**config.mk**
```make
export PLATFORM = sky130hd
export DESIGN_NAME = cpu_fetch_unit
export DESIGN_NICKNAME = d
export VERILOG_FILES = /design/src/rtl/cpu_fetch_unit.sv
export SDC_FILE = /design/constraint.sdc
export NUM_CORES = 1
export LEC_CHECK = 0
export ABC_AREA = 1
export CELL_PAD_IN_SITES_DETAIL_PLACEMENT = 1
export CELL_PAD_IN_SITES_GLOBAL_PLACEMENT = 1
export CORE_MARGIN = 2
export CORE_UTILIZATION = 30
export CTS_CLUSTER_DIAMETER = 200
export CTS_CLUSTER_SIZE = 24
export DETAILED_ROUTE_END_ITERATION = 8
export HOLD_SLACK_MARGIN = 0.1
export PLACE_DENSITY_LB_ADDON = 0.1
export SLEW_MARGIN = 20
export SYNTH_ARGS = -nofsm -noshare
export SYNTH_HDL_FRONTEND = slang
export SYNTH_SLANG_ARGS = --single-unit
```
**constraint.sdc**
```tcl
create_clock -name clk -period 1.5 [get_ports clk]
set_input_delay 0.225 -clock clk [delete_from_list [all_inputs] [get_ports clk]]
set_output_delay 0.225 -clock clk [all_outputs]
set_load 0.05 [all_outputs]
```
**src/rtl/cpu_fetch_unit.sv**
```systemverilog
// Fetch stage: drives ROM address nibbles in A1-A3, captures OPR/OPA in M1/M2, and assembles one- and two-word instructions.
// addrNibble/syncOut are combinational; the instrValid strobe is registered and lands in X1. There is no backpressure: the block follows the cycle value.
module cpu_fetch_unit #(
  parameter logic [11:0] PC_RESET = 12'h000
) (
  input  logic        clk,
  input  logic        rst,
  input  logic [2:0]  cycle,
  input  logic [3:0]  romData,
  input  logic        jumpEn,
  input  logic [11:0] jumpAddr,
  output logic [11:0] pc,
  output logic [3:0]  addrNibble,
  output logic        syncOut,
  output logic [3:0]  opr,
  output logic [3:0]  opa,
  output logic [7:0]  word2,
  output logic        twoWord,
  output logic        instrValid
);

  localparam logic [2:0] CYC_A1 = 3'd0;
  localparam logic [2:0] CYC_A2 = 3'd1;
  localparam logic [2:0] CYC_A3 = 3'd2;
  localparam logic [2:0] CYC_M1 = 3'd3;
  localparam logic [2:0] CYC_M2 = 3'd4;
  localparam logic [2:0] CYC_X1 = 3'd5;
  localparam logic [2:0] CYC_X3 = 3'd7;

  logic secondPending;
  logic firstIsTwo;

  function automatic logic isTwoWord(input logic [3:0] code, input logic [3:0] operand);
    logic r;
    r = 1'b0;
    case (code)
      4'h1, 4'h4, 4'h5, 4'h7: r = 1'b1;
      4'h2:                   r = ~operand[0];   // FIM; FIN (odd OPA) is one-word
      default:                r = 1'b0;
    endcase
    return r;
  endfunction

  // OPR was latched at M1; OPA is still on the bus at the M2 edge.
  assign firstIsTwo = isTwoWord(opr, romData);

  always_comb begin
    addrNibble = 4'h0;
    case (cycle)
      CYC_A1:  addrNibble = pc[3:0];
      CYC_A2:  addrNibble = pc[7:4];
      CYC_A3:  addrNibble = pc[11:8];
      default: addrNibble = 4'h0;
    endcase
  end

  assign syncOut = (cycle == CYC_X3);

  always_ff @(posedge clk) begin
    if (rst) begin
      pc            <= PC_RESET;
      opr           <= 4'h0;
      opa           <= 4'h0;
      word2         <= 8'h00;
      twoWord       <= 1'b0;
      instrValid    <= 1'b0;
      secondPending <= 1'b0;
    end else begin
      instrValid <= 1'b0;
      case (cycle)
        CYC_M1: begin
          if (secondPending) word2[7:4] <= romData;
          else               opr        <= romData;
        end
        CYC_M2: begin
          if (secondPending) begin
            word2[3:0] <= romData;
            instrValid <= 1'b1;
          end else begin
            opa           <= romData;
            twoWord       <= firstIsTwo;
            secondPending <= firstIsTwo;
            instrValid    <= ~firstIsTwo;
          end
        end
        CYC_X1: begin
          // A strobe while pending means this was the second word.
          if (instrValid && secondPending) secondPending <= 1'b0;
        end
        CYC_X3: begin
          if (jumpEn) begin
            pc            <= jumpAddr;
            secondPending <= 1'b0;
          end else begin
            pc <= pc + 12'd1;
          end
        end
        default: ;
      endcase
    end
  end

endmodule

```
## Word level (Yosys, flattened, before mapping)

Cells that the tools add are included.
W data, S select, Z words.

- Flip-flop bits (word level): 31
- Input port bits: 22
- Output and inout port bits: 35
- Logic and storage cells: 44

- Add/subtract/negate cells: 1
- Equality and inequality tests: 13
- Muxes and demuxes: 8
- Bitwise operators: 4
- Reduce and logical (&&, ||, !) cells: 10

Operators by type and width:

| cell | count |
|---|---|
| $add A12 B1 Y12 const B | 1 |
| $eq A4 B3 Y1 const B | 3 |
| $mux W12 | 1 |
| $pmux W4 S3 | 1 |
| $eq A3 B3 Y1 const B | 3 |
| $reduce_and A2 Y1 | 4 |
| $eq A3 B2 Y1 const B | 2 |
| $eq A4 B1 Y1 const B | 1 |
| $eq A4 B2 Y1 const B | 1 |
| $mux W1 | 4 |
| $ne A2 B2 Y1 const B | 2 |
| $not A1 Y1 | 4 |
| $reduce_or A4 Y1 | 1 |
| $eq A3 B1 Y1 const B | 1 |
| $logic_not A3 Y1 | 1 |
| $pmux W1 S3 | 1 |
| $reduce_and A3 Y1 | 1 |
| $reduce_bool A3 Y1 | 1 |
| $pmux W1 S2 | 1 |
| $reduce_or A2 Y1 | 1 |
| $logic_and A1 B1 Y1 | 1 |

## Depth between registers and ports, before layout

Gate-level depths: netlist of run 1.

- Word-level depth: 5
- Gate-level depth with buffers: 8

## Worst setup path before layout of run 1

OpenSTA, ideal clock, no wires.

- Path kind: reg-to-reg
- Start: reg pc[0]
- End: reg pc[8]
- Library setup time: 132 ps
- Arrival: 1609 ps
- Data required time: 1368 ps
- Slack: -241 ps
- Stages on the path, launching flop included: 9
- Cells stage by stage: dfxtp_1 -> ha_1 -> nand2_1 -> nor2_1 -> nand3_1 -> nand2_1 -> nand3_1 -> nand2_1 -> a21oi_1

- Cells in the longest elaborated chain, start to end: 2

Ends and longest elaborated chain:

| element | RTL line | RTL |
|---|---|---|
| from (decl) | 12 | `output logic [11:0] pc,` |
| from (signal assigned) | 92 | `pc <= jumpAddr;` |
| from (signal assigned) | 95 | `pc <= pc + 12'd1;` |
| $add A12 B1 Y12 | 95 |  |
| $mux W12 | 91 | `if (jumpEn) begin` |

No other way between the ends.
A chain may end at the register's enable or synchronous reset.

## Final worst setup path of run 1

- Start: in cycle[2]
- End: out addrNibble[0]

- Cells in the longest elaborated chain, start to end: 2

Ends and longest elaborated chain:

| element | RTL line | RTL |
|---|---|---|
| from (decl) | 8 | `input logic [2:0] cycle,` |
| $eq A3 B2 Y1, or another cell as far along | 49 | `case (cycle)` |
| $pmux W4 S3 * | 49 |  |
| to (decl) | 13 | `output logic [3:0] addrNibble,` |

Every way passes the cells marked *; elsewhere a longest branch is shown, timed or not.

==> results of run 1 <==
Yosys cell counts:
master | instances | area share (%)
a211oi_1 | 1 | 0.45
a21oi_1 | 24 | 7.3
a31oi_1 | 1 | 0.38
buf_2 | 3 | 0.91
buf_6 | 1 | 0.68
buf_8 | 1 | 0.91
clkbuf_1 | 2 | 0.45
clkbuf_2 | 1 | 0.30
clkinv_2 | 1 | 0.30
dfxtp_1 | 31 | 38
ha_1 | 1 | 0.76
inv_1 | 24 | 5.5
inv_2 | 1 | 0.23
nand2_1 | 59 | 13
nand2_2 | 2 | 0.76
nand3_1 | 23 | 7.0
nand3_2 | 2 | 1.2
nand4_1 | 5 | 1.9
nor2_1 | 30 | 6.8
nor2_2 | 2 | 0.76
nor2_4 | 1 | 0.68
nor3_1 | 6 | 1.8
nor3_4 | 1 | 0.98
o211ai_1 | 2 | 0.91
o21ai_0 | 19 | 5.8
o21ai_1 | 5 | 1.5
o21ai_2 | 1 | 0.53
or2_2 | 1 | 0.38
kinds of logic (layout without fill, tap and decap cells):
kind of cell,count (synthesis),after routing,share of synthesized area (%)
simple gates,132,132,35.7
fa+ha+maj,1,1,0.757
flops,31,31,37.5
compound gates,53,53,16.8
buf+inv,34,115,9.23
timing repair:
action | CTS | global route
hold endpoints to repair | 0 | 0
pin swaps | 0 | 1
setup endpoints to repair | 5 | 6
gates resized for setup | 5 | 8
per-stage QoR:
step	cell area, um2	TNS, ns
final	2690	0
after global routing	2690	0
after CTS	2680	0
after detailed placement	2570	-4.32
after global placement	2570	-3.14
after floorplan	1670	0
placed cells by master (no fill, tap or decap):
master | synthesis | final
clkbuf_2 | 1 | 2
buf_12 | 0 | 17
inv_2 | 1 | 1
a31oi_1 | 1 | 1
buf_4 | 0 | 43
nand4_1 | 5 | 5
clkbuf_8 | 0 | 7
dlygate4sd2_1 | 0 | 1
dfxtp_1 | 31 | 25
o21ai_0 | 19 | 19
clkbuf_1 | 2 | 1
ha_1 | 1 | 1
nand3_1 | 23 | 21
o211ai_1 | 2 | 2
nor2_1 | 30 | 29
clkinv_2 | 1 | 1
nand3_2 | 2 | 4
clkdlybuf4s50_1 | 0 | 18
dfxtp_4 | 0 | 2
o21ai_1 | 5 | 5
a211oi_1 | 1 | 1
nand2_2 | 2 | 2
nor3_1 | 6 | 3
nor3_4 | 1 | 1
a21oi_1 | 24 | 24
inv_1 | 24 | 24
nand2_1 | 59 | 59
o21ai_2 | 1 | 1
or2_2 | 1 | 1
nor2_2 | 2 | 3
nor2_4 | 1 | 1
nor3_2 | 0 | 3
dfxtp_2 | 0 | 4
final timing paths:
check	startpoint	end	slack (ns)	cells after the start
max	cycle[2]	addrNibble[0]	0.08	6
min reg2reg	word2[7]	word2[7]	0.46	2
min	word2[7]	word2[7]	0.46	2
max reg2reg	pc[0]	pc[7]	0.16	7
per-layer routing:
layer	up-vias	track usage, %	wire length, um
met2	48	34.3	2810
met5	-	0	0
met3	6	3.79	273
met4	0	5.79	61
li1	983	-	-
met1	885	21.3	2220
flip-flops by register name, summed over array words and instances (netlist names):
register	count
pc	12
twoWord	1
secondPending	1
instrValid	1
opr	4
word2	8
opa	4
where the power goes:
group          switching [uW]  internal (uW)  leakage (uW)
clock network             305            418     0.0000515
logic                     251            189      0.000801
registers                24.2            849      0.000255
total                     580           1460       0.00111
cell type report:
| class | instances | area (um2) |
|---|---|---|
| timing repair buffer | 81 | 862 |
| sequential | 31 | 633 |
| tap | 72 | 90.1 |
| fill | 699 | 2710 |
| multi-input combinational | 186 | 907 |
| clock buffer | 8 | 100 |
| inverter | 26 | 98.8 |
worst max-delay path: cells and delay by family:
family,cells,cell delay [ns]
buffers and inverters,3,0.61
and+or+nand+nor,3,0.35
==> results_dict.tcl, run 1 <==
set metrics [dict create \
    outcome "completed" \
    slew_violations 0 \
    die_w_um 78.2 \
    dp_cells 396 \
    cp-end-kind "primary output" \
    power.density_mw_per_mm2 757 \
    vias_per_cell 4.76 \
    slew_headroom_pct 73.0 \
    drtIter0Drc 34 \
    grt_pass1_wl_um 8990 \
    p_leak_uw 0.00111 \
    arrival_ns 1.20 \
    cts_hold_buf 0 \
    io_pins 57 \
    cap_violations 0 \
    drtAntennaViolNets 0 \
    final_util_pct 49.8 \
    n_antenna_cell 0 \
    wire_per_inst_um 13.3 \
    num_rows 27 \
    worst_pin_slew_ns 0.404 \
    clk_latency_ns 0.28 \
    synth_cell_types 28 \
    tritoncts "done" \
    htree_levels 2 \
    antenna_found_initial 0 \
    cts_root_buf "clkbuf_8" \
    hold_path_class "register to register" \
    fin_crit_ns 1.42 \
    cts_inserted_buffers 5 \
    cp-start-kind "primary input" \
    vias 1922 \
    grt.total_usage_pct 18.6 \
    hold_violations 0 \
    crit_fanout 5 \
    grt_overflow 0 \
    rsz0062_at_grt "false" \
    fin_skew_ns 0.00431 \
    cts_sinks 31 \
    whs_ns 0.462 \
    area_growth_syn_to_layout_pct 62.8 \
    dieArea_mm2 0.00612 \
    fmax_mhz 704 \
    post-dp-hpwl_um 4190 \
    io_buffers 56 \
    path_clk_slew_ns 0.06 \
    total_power_uw 2040 \
    initial_core_util_pct 30.6 \
    finalNetCount 354 \
    fin_cells 404 \
    setup_viol 0 \
    seq_area_frac_synth_pct 37.5 \
    dp_slack_ns -0.274 \
    layout-drive-gt1-share_pct 28.0 \
    grt_max_degree 18 \
    post-cts-setup-buffers 0 \
    syn_area_mm2 0.00165 \
    slowest_stage "dlygate4sd2_1" \
    core_mm2 0.00541 \
    routed_wl_um 5360 \
    fin_ws_ns 0.0788 \
    peakVddDrop_v 0.000426 \
    syn_nets 274 \
    die_y_um 78.2 \
    fin_crit_sh_pct 94.7 \
    crit_path_cell_trace "dlygate4sd2_1, nor3_2, buf_4, nand2_1, nand3_1, buf_12" \
    first_pass_iters 4 \
    yosysWarnings 0 \
    syn_area_per_cell_um2 6.59 \
    cts_buffer_depth 2 \
    max_stage_delay_ns 0.31 \
    grt_pass1_vias 1919 \
    postSynthCellCount 251 \
    cp.required_ns 1.27 \
    drc 0 \
    critPathKind "primary input to primary output" \
    gp_congestion 0.763 \
    synth-seq-cells 31 \
]
Power figures use the tool's default switching activity.
==> run 2, diff against run 1 <==
--- a/config.mk
+++ b/config.mk
@@ -14,7 +14,7 @@
 export CTS_CLUSTER_SIZE = 24
 export DETAILED_ROUTE_END_ITERATION = 8
 export HOLD_SLACK_MARGIN = 0.1
-export PLACE_DENSITY_LB_ADDON = 0.1
+export PLACE_DENSITY = 0.84
 export SLEW_MARGIN = 20
 export SYNTH_ARGS = -nofsm -noshare
 export SYNTH_HDL_FRONTEND = slang
==> run 2 against run 1 <==
Setup slack worse by 0.010 ns. Final area is 0.42% higher. Sequential power is 0.5% higher. Wire length is 3.4% higher. Critical endpoint is now addrNibble[2]. Non-clock buffer count is 1 higher.
==> results_dict.tcl, run 2 (same netlist as run 1, synthesis figures left out) <==
set metrics [dict create \
    tritoncts "done" \
    wire_per_inst_um 13.7 \
    worst-path-buf-inv 2 \
    dieArea_mm2 0.00612 \
    htree_levels 2 \
    gp_congestion 0.825 \
    switching_share_pct 27.7 \
    post-dp-hpwl_um 4380 \
    grt_pass1_wl_um 9320 \
    grt_overflow 0 \
    fin_skew_ns 0.00901 \
    crit_path_cell_trace "buf_4, nand2_1, nand3_1, buf_12" \
    power.density_mw_per_mm2 785 \
    cts_hold_buf 0 \
    cts_root_buf "clkbuf_8" \
    n_antenna_cell 0 \
    fin_cells 405 \
    slew_headroom_pct 76.3 \
    min_path_cells 4 \
    busiest_layer "met2" \
    vias_per_cell 4.92 \
    crit_fanout 3 \
    area_growth_syn_to_layout_pct 63.5 \
    cp-start-kind "register" \
    routed_wl_um 5550 \
    rsz0062_at_grt "false" \
    switching_power_uw 587 \
    final_area_mm2 0.00270 \
    seqPwrFrac_pct 41.3 \
    grt_pass1_vias 2111 \
    worst_pin_slew_ns 0.355 \
    use_met1_pct 20.8 \
    slew_violations 0 \
    max_stage_delay_ns 0.44 \
    die_y_um 78.2 \
    io_buffers 56 \
    grt.total_usage_pct 19.1 \
    arrival_ns 1.21 \
    finalNetCount 355 \
    core_mm2 0.00541 \
    largest_reg_flops 12 \
    clk_latency_ns 0.28 \
    antenna_found_initial 0 \
    cp-end-kind "primary output" \
    drtAntennaViolNets 0 \
    ff2ff_setup_slack_ns 0.18 \
    post-cts-setup-buffers 0 \
    slowest_stage "dfxtp_1" \
    first_pass_iters 4 \
    worst_r2r_path_depth 8 \
    cp.required_ns 1.27 \
    p_int_uw 1530 \
    layout-drive-gt1-share_pct 28.5 \
    fin_crit_ns 1.43 \
    final_common_cell "nand2_1" \
    gr-usage-met3_pct 6.09 \
    cts_sinks 31 \
    critPathKind "register to primary output" \
    p_leak_uw 0.00110 \
    fin_setup_tns_ns 0 \
    final_cell_mix "58 x nand2_1, 45 x buf_4, 28 x nor2_1" \
    grt_max_degree 18 \
    peakVddDrop_v 0.000675 \
    num_rows 27 \
    hold_end "word2[4]" \
    pwr-share-clk_pct 38.0 \
    cts_inserted_buffers 5 \
    final_util_pct 50.0 \
    hold_violations 0 \
    fmax_mhz 699 \
    die_w_um 78.2 \
    regMostFlops "pc" \
    fin_crit_sh_pct 95.4 \
    drc 0 \
    drtIter0Drc 64 \
    p_comb_share_pct 20.7 \
    reg2reg_to "pc[10]" \
    hold_path_class "primary input to register" \
    largest_registers "pc x12, word2 x8" \
    initial_core_util_pct 30.6 \
    cap_violations 0 \
    outcome "completed" \
    use_met2_pct 33.4 \
    vias 1992 \
    dp_cells 397 \
    cts_buffer_depth 2 \
    cp_top_family "flip-flops" \
    holdCritStartpoint "cycle[2]" \
    timing.rr.start "pc[1]" \
    setup_viol 0 \
    path_clk_slew_ns 0.07 \
    io_pins 57 \
    placed_area_mm2 0.00257 \
]
run 2: worst max path at each step:
stage          startpoint             to  depth (start not counted)
2_1_floorplan       pc[6]          pc[8]                          7
3_3_place_gp     cycle[0]  addrNibble[3]                          7
3_5_place_dp     cycle[1]  addrNibble[3]                          7
4_1_cts          cycle[1]  addrNibble[3]                          7
5_1_grt             pc[6]  addrNibble[2]                          4
6_report            pc[6]  addrNibble[2]                          4
run 2: through the flow:
| step | setup WS (ns) | total power [uW] | hold slack [ns] |
|---|---|---|---|
| 3_5_place_dp | -0.381 | 1330 | 0.465 |
| 4_1_cts | 0.00319 | 2140 | 0.476 |
| 6_report | 0.0687 | 2120 | 0.428 |
| 2_1_floorplan | 0.0524 | 1110 | 0.360 |
| 5_1_grt | 0.0142 | 2220 | 0.461 |
| 3_3_place_gp | -0.305 | 1320 | 0.453 |
run 2: layout make-up:
cell class              count  area (um2)
fillers                   707        2700
multi-input cells         186         913
repair buffers             82         860
flip-flops and latches     31         634
inverters                  26        98.8
well taps                  72        90.1
clock buffers               7        76.3
clock inverters             1        30.0
run 2: power groups by stage:
| stage | sequential [uW] | clock [uW] | combinational, uW |
|---|---|---|---|
| after floorplan | 976 | 0 | 132 |
| after global placement | 894 | 0 | 428 |
| after detailed placement | 895 | 0 | 437 |
| after CTS | 877 | 823 | 440 |
| after global routing | 880 | 864 | 473 |
| final | 877 | 806 | 438 |
run 2: repair_timing:
item,4_1_cts,5_1_grt
gates resized for setup,8,11
setup endpoints to repair,5,8
pin swaps,1,1
run 2: worst reg2reg max path: cells and delay by family, from the launching register on:
| kind | cells | cell delay [ns] |
|---|---|---|
| DFF | 1 | 0.39 |
| adders and majority gates | 1 | 0.20 |
| and+or+nand+nor | 6 | 0.55 |
| AOI/OAI and AO/OA | 1 | 0.05 |
run 2: layer usage:
layer  routed length [um]  part of all wire, %
met1                 2270                   41
met2                 2710                   49
met3                  405                  7.3
met4                  162                  2.9
met5                    0                    0
==> RTL edit 1 (config.mk and constraints of run 1) <==
Put a register stage on the output `syncOut`, without a reset. The value now appears one clock later. The other outputs are not delayed to match. Comments in the files are not updated.
--- a/src/rtl/cpu_fetch_unit.sv
+++ b/src/rtl/cpu_fetch_unit.sv
@@ -56,3 +56,5 @@
 
-  assign syncOut = (cycle == CYC_X3);
+  always_ff @(posedge clk) begin
+    syncOut <= (cycle == CYC_X3);
+  end
 
Behaviour: not the same (a bounded check fails within 4 cycles, from zero or initial values and one cycle with rst high).
==> RTL edit 1 against run 1 <==
  * Design area increased by 0.23%
  * First-iteration DRC count up 110%
  * Sequential power grew 3.0%
  * Critical path depth is 2 lower
  * Sequential share of layout area up 0.78 points
  * Routed wire length rose by 1.5%
  * Total power fell by 1.0%
  * Clock power down 5.5%
  * Worst setup slack improved by 0.0080 ns
  * Sequential cell count grew 1
  * Worst hold slack lost 0.033 ns
  * Synthesized cell count is 0.40% higher
  * Synthesized area up 1.2%
  * Via count decreased by 0.73%
  * Critical endpoint is now addrNibble[3]
  * Largest power group unchanged
==> RTL edit 1: results (changes against run 1) <==
status: complete, no violations (unchanged)
GP Congestion: 0.823 (was 0.763)
Non-Filler Instances: 406 (was 404)
Clock Skew: 0.00464 ns (was 0.00431 ns)
number of global-route vias before repair: 2004 (was 1919)
register area share after synthesis: 0.383 (was 0.375)
synth top area cells: dfxtp_1 (38%), nand2_1 (13%), a21oi_1 (7.2%) (was dfxtp_1 (38%), nand2_1 (13%), a21oi_1 (7.3%))
DP Wirelength: 4250 um (was 4190 um)
met2 Track Usage GR: 0.352 (was 0.343)
met1 Resource Use GR: 0.216 (was 0.213)
Avg Inst Size Synth: 6.64 um^2 (was 6.59 um^2)
dpl cell area: 0.00258 mm^2 (was 0.00257 mm^2)
global-route wire length before repair: 9330 um (was 8990 um)
initial antenna violation count: 0 (unchanged)
leak pwr: 1.11 nW (about the same)
CP max FO: 6 (was 5)
Synth top cells by count: nand2_1 (59), dfxtp_1 (32), nor2_1 (30) (was nand2_1 (59), dfxtp_1 (31), nor2_1 (30))
Via density: 4.70 (was 4.76)
slowest stage delay, CP: 0.44 ns (was 0.31 ns)
CP top delay family: flip-flops (was buffers and inverters)
worst-margin pin slew: 0.427 ns (was 0.404 ns)
VDD IR max: 0.440 mV (was 0.426 mV)
placed insts: 398 (was 396)
slowest stage cell, crit path: dfxtp_1 (was dlygate4sd2_1)
number of fill cells: 692 (was 699)
fin nets: 356 (was 354)
layout cells sized above 1: 0.284 (was 0.280)
Hold Path Class: input pin to register (was register to register)
Syn Nets: 275 (was 274)
total global-route track usage: 0.190 (was 0.186)
drt total wl: 5450 um (was 5360 um)
1st-iter DRT viols: 71 (was 34)
-- RTL edit 1: changes by cell type in the layout (fill, tap and decap cells not counted), sizes merged --
cell           before  now
buf                60   61
clkbuf             10    7
clkdlybuf4s15       0    1
clkinv              1    2
clkinvlp            0    1
dfxtp              31   32
-- RTL edit 1: per-layer routing --
layer | up-vias | share of wire
met3 | 5 | 0.042
met2 | 39 | 0.51
met4 | 0 | 0.0097
met1 | 875 | 0.44
met5 | - | 0
li1 | 989 | -
-- RTL edit 1: power breakdown --
group,internal [mW],switching (mW)
clock,0.330,0.353
combinational,0.185,0.248
sequential,0.874,0.0250
-- RTL edit 1: worst min-delay path: stages --
cell      delay [ns]
clkbuf_2        0.13
inv_2           0.12
nor3_4          0.08
nand3_1         0.06
a21oi_1         0.06
-- RTL edit 1: final cells by class --
| type | count | area share |
|---|---|---|
| multi-input combinational | 186 | 0.339 |
| timing repair buffer | 82 | 0.315 |
| sequential | 32 | 0.243 |
| inverter | 26 | 0.0366 |
| tap | 72 | 0.0334 |
| clock buffer | 6 | 0.0269 |
| clock inverter | 2 | 0.00603 |
-- RTL edit 1: final timing paths --
kind / cells after the start / end / slack [ns] / startpoint
setup / recovery: 4 / addrNibble[3] / 0.09 / pc[7]
hold / removal: 5 / word2[7] / 0.43 / cycle[0]
setup reg to reg: 7 / pc[7] / 0.18 / pc[0]
hold reg to reg: 2 / word2[7] / 0.46 / word2[7]
-- RTL edit 1: stage by stage --
stage                     utilization  power, mW  hold slack (ns)  setup slack [ns]
after floorplan                     -       1.14            0.360            0.0524
after detailed placement        0.474       1.36            0.454            -0.233
after global placement          0.474       1.35            0.454            -0.243
after global routing            0.496       2.11            0.467          -0.00195
final                           0.496       2.02            0.430            0.0867
after CTS                       0.493       2.05            0.474            0.0213
-- RTL edit 1: logic make-up after synthesis --
family                   share of synthesized area
AO/OA/AOI/OAI                                0.166
adder cells (fa/ha/maj)                    0.00748
AND/OR/NAND/NOR                              0.352
flip-flops                                   0.383
buffers and inverters                       0.0912
-- RTL edit 1: what timing repair did --
item | 4_1_cts | 5_1_grt
setup endpoints to repair | 4 | 8
hold endpoints to repair | 0 | 0
resized for setup | 7 | 9
pin swaps | 0 | 0
==> RTL edit 2 (flow settings as in run 1) <==
Without the edit above. Register the inputs `cycle`, `romData`, `jumpEn` and `jumpAddr` before use. The logic sees them one clock later. Comments in the files are not updated.
--- a/src/rtl/cpu_fetch_unit.sv
+++ b/src/rtl/cpu_fetch_unit.sv
@@ -29,2 +29,14 @@
 
+  logic [2:0] cycle_q;
+  logic [3:0] romData_q;
+  logic jumpEn_q;
+  logic [11:0] jumpAddr_q;
+
+  always_ff @(posedge clk) begin
+    cycle_q    <= cycle;
+    romData_q  <= romData;
+    jumpEn_q   <= jumpEn;
+    jumpAddr_q <= jumpAddr;
+  end
+
   logic secondPending;
@@ -44,3 +56,3 @@
   // OPR was latched at M1; OPA is still on the bus at the M2 edge.
-  assign firstIsTwo = isTwoWord(opr, romData);
+  assign firstIsTwo = isTwoWord(opr, romData_q);
 
@@ -48,3 +60,3 @@
     addrNibble = 4'h0;
-    case (cycle)
+    case (cycle_q)
       CYC_A1:  addrNibble = pc[3:0];
@@ -56,3 +68,3 @@
 
-  assign syncOut = (cycle == CYC_X3);
+  assign syncOut = (cycle_q == CYC_X3);
 
@@ -69,6 +81,6 @@
       instrValid <= 1'b0;
-      case (cycle)
+      case (cycle_q)
         CYC_M1: begin
-          if (secondPending) word2[7:4] <= romData;
-          else               opr        <= romData;
+          if (secondPending) word2[7:4] <= romData_q;
+          else               opr        <= romData_q;
         end
@@ -76,6 +88,6 @@
           if (secondPending) begin
-            word2[3:0] <= romData;
+            word2[3:0] <= romData_q;
             instrValid <= 1'b1;
           end else begin
-            opa           <= romData;
+            opa           <= romData_q;
             twoWord       <= firstIsTwo;
@@ -90,4 +102,4 @@
         CYC_X3: begin
-          if (jumpEn) begin
-            pc            <= jumpAddr;
+          if (jumpEn_q) begin
+            pc            <= jumpAddr_q;
             secondPending <= 1'b0;
Check against the original RTL: not equivalent (Yosys sat finds a counterexample within 4 cycles, from zero or initial values and one cycle with rst high).
==> RTL edit 2 against run 1 <==
  * Fmax is 16% lower
  * Design area up 17%
  * Highest routed layer unchanged
  * Routed wire length is 11% higher
  * The flow now finishes with violations (DRC, setup timing)
  * Combinational power is 5.2% lower
  * Critical endpoint is now addrNibble[3]
  * Register-to-register slack worse by 0.04 ns
  * Sequential cell count grew 20
  * Worst setup slack worse by 0.26 ns
  * Synthesized area is 22% higher
  * Non-clock buffer count grew 2
  * Total power grew 33%
  * First-iteration DRC count up 62%
==> RTL edit 2: results (changes against run 1) <==
Inserted Clock Buffers: 5 (unchanged)
GP Congestion: 0.767 (was 0.763)
Cell variety after synth: 26 (was 28)
violated checks: DRC, setup timing
Syn Nets: 288 (was 274)
fin nets: 371 (was 354)
leak pwr: 1.21 nW (was 1.11 nW)
cell depth of the worst hold path: 1 (was 2)
dpl cell area: 0.00294 mm^2 (was 0.00257 mm^2)
DRC viols: 3 (was 0)
CP max FO: 4 (was 5)
1st-iter DRT viols: 55 (was 34)
fin worst setup slack: -0.183 ns (was 0.0788 ns)
synth top area cells: dfxtp_1 (51%), nand2_1 (11%), a21oi_1 (8.0%) (was dfxtp_1 (38%), nand2_1 (13%), a21oi_1 (7.3%))
ys flop type: dfxtp_1 (unchanged)
# port buffers: 56 (unchanged)
Via density: 4.80 (was 4.76)
Reg2Reg Depth: 8 (was 7)
RR Startpoint: cycle_q[1] (was pc[0])
status: finished, violations left (was complete, no violations)
worst-margin pin slew: 0.329 ns (was 0.404 ns)
Hold Crit Start: romData[3] (was word2[7])
Sw Ratio: 0.286 (was 0.285)
layout cells sized above 1: 0.269 (was 0.280)
clock-pin transition on the worst setup and hold timing paths: 0.10 ns (was 0.06 ns)
Synth top cells by count: nand2_1 (61), dfxtp_1 (51), a21oi_1 (32) (was nand2_1 (59), dfxtp_1 (31), nor2_1 (30))
global-route wire length before repair: 9800 um (was 8990 um)
slowest stage cell, crit path: dfxtp_4 (was dlygate4sd2_1)
drt total wl: 5930 um (was 5360 um)
Hold Path Sink: romData_q[3] (was word2[7])
reg-to-reg slack, setup: 0.12 ns (was 0.16 ns)
clock buffer depth: 2 (unchanged)
Crit path arrival time: 1.46 ns (was 1.20 ns)
Clock Skew: 0.00697 ns (was 0.00431 ns)
VDD IR max: 0.476 mV (was 0.426 mV)
final setup fails: 4 (was 0)
FF-to-FF End: pc[3] (was pc[7])
Skew-Pair Late Insertion Delay: 0.32 ns (was 0.28 ns)
antenna fix cells: 0 (unchanged)
register area share after synthesis: 0.507 (was 0.375)
number of global-route vias before repair: 2038 (was 1919)
slowest stage delay, CP: 0.42 ns (was 0.31 ns)
DP Wirelength: 4320 um (was 4190 um)
Hold Path Class: input pin to register (was register to register)
Largest regs: jumpAddr_q (12), pc (12), word2 (8) (was pc (12), word2 (8))
total global-route track usage: 0.170 (was 0.186)
Pre-antenna DRT Iters: 8 (was 4)
[RTL edit 2: changes by cell type after synthesis, sizes merged, moves of 2 or more]
cell	run 1	this run
o21ai	25	21
buf	5	3
inv	25	21
o211ai	2	4
nand3	25	23
a21oi	24	32
nand4	5	3
nor2	33	27
dfxtp	31	51
[RTL edit 2: routing by layer]
layer  part of all wire  vias to the layer above  GRT usage
li1                   -                     1047          -
met1               0.51                      950      0.239
met2               0.44                       40      0.253
met3              0.042                        6     0.0404
met4              0.016                        0     0.0649
met5                  0                        -          0
[RTL edit 2: layout make-up]
| type | instances | area, um^2 |
|---|---|---|
| clock buffer | 5 | 68.8 |
| clock inverter | 3 | 23.8 |
| fill | 771 | 3270 |
| inverter | 23 | 93.8 |
| multi-input combinational | 184 | 897 |
| sequential | 51 | 1050 |
| tap | 77 | 96.3 |
| timing repair buffer | 83 | 922 |
[RTL edit 2: worst max-delay path by stage]
stage                     from             to  slack [ns]  cells after the start
floorplan           cycle_q[0]  addrNibble[0]       -0.04                      3
global placement    cycle_q[0]  addrNibble[3]        0.12                      6
detailed placement       pc[0]          pc[8]        0.09                      8
CTS                 cycle_q[0]  addrNibble[3]       -0.21                      6
global route        cycle_q[1]  addrNibble[3]       -0.26                      6
finish              cycle_q[1]  addrNibble[3]       -0.18                      6
[RTL edit 2: stage by stage]
step	power (mW)	hold WS, ns	instances	setup TNS (ns)	worst slack (ns)
floorplan	1.67	0.253	265	-0.170	-0.0425
global placement	1.87	0.440	409	0	0.117
detailed placement	1.88	0.454	409	0	0.0948
CTS	2.73	0.327	421	-0.820	-0.211
global route	2.84	0.328	426	-0.960	-0.265
finish	2.71	0.338	426	-0.646	-0.183
[RTL edit 2: worst max-delay path, delay by kind of cell (launching register included)]
family                 cells  cell delay [ns]
buffers and inverters      3             0.43
DFF                        1             0.42
and+or+nand+nor            2             0.15
AOI/OAI and AO/OA          1             0.14
[RTL edit 2: logic make-up (layout without fill, tap and decap cells)]
family,count (synthesis),in the layout,synth area share
compound gates,60,60,0.158
simple gates,123,123,0.266
fa+ha+maj,1,1,0.00622
flops,51,51,0.507
buf+inv,30,114,0.0622
[RTL edit 2: what timing repair did]
item | CTS | global route
buffers inserted | 4 | 5
gates cloned | 0 | 0
resized for setup | 2 | 14
pin swaps | 3 | 5
hold buffers | 0 | 0
endpoints found under the setup margin | 5 | 10
[RTL edit 2: power by group through the flow]
stage | logic, mW | registers (mW) | clock network [mW]
floorplan | 0.123 | 1.54 | 0
detailed placement | 0.396 | 1.48 | 0
CTS | 0.406 | 1.45 | 0.875
global placement | 0.393 | 1.48 | 0
global route | 0.450 | 1.46 | 0.930
finish | 0.417 | 1.45 | 0.839
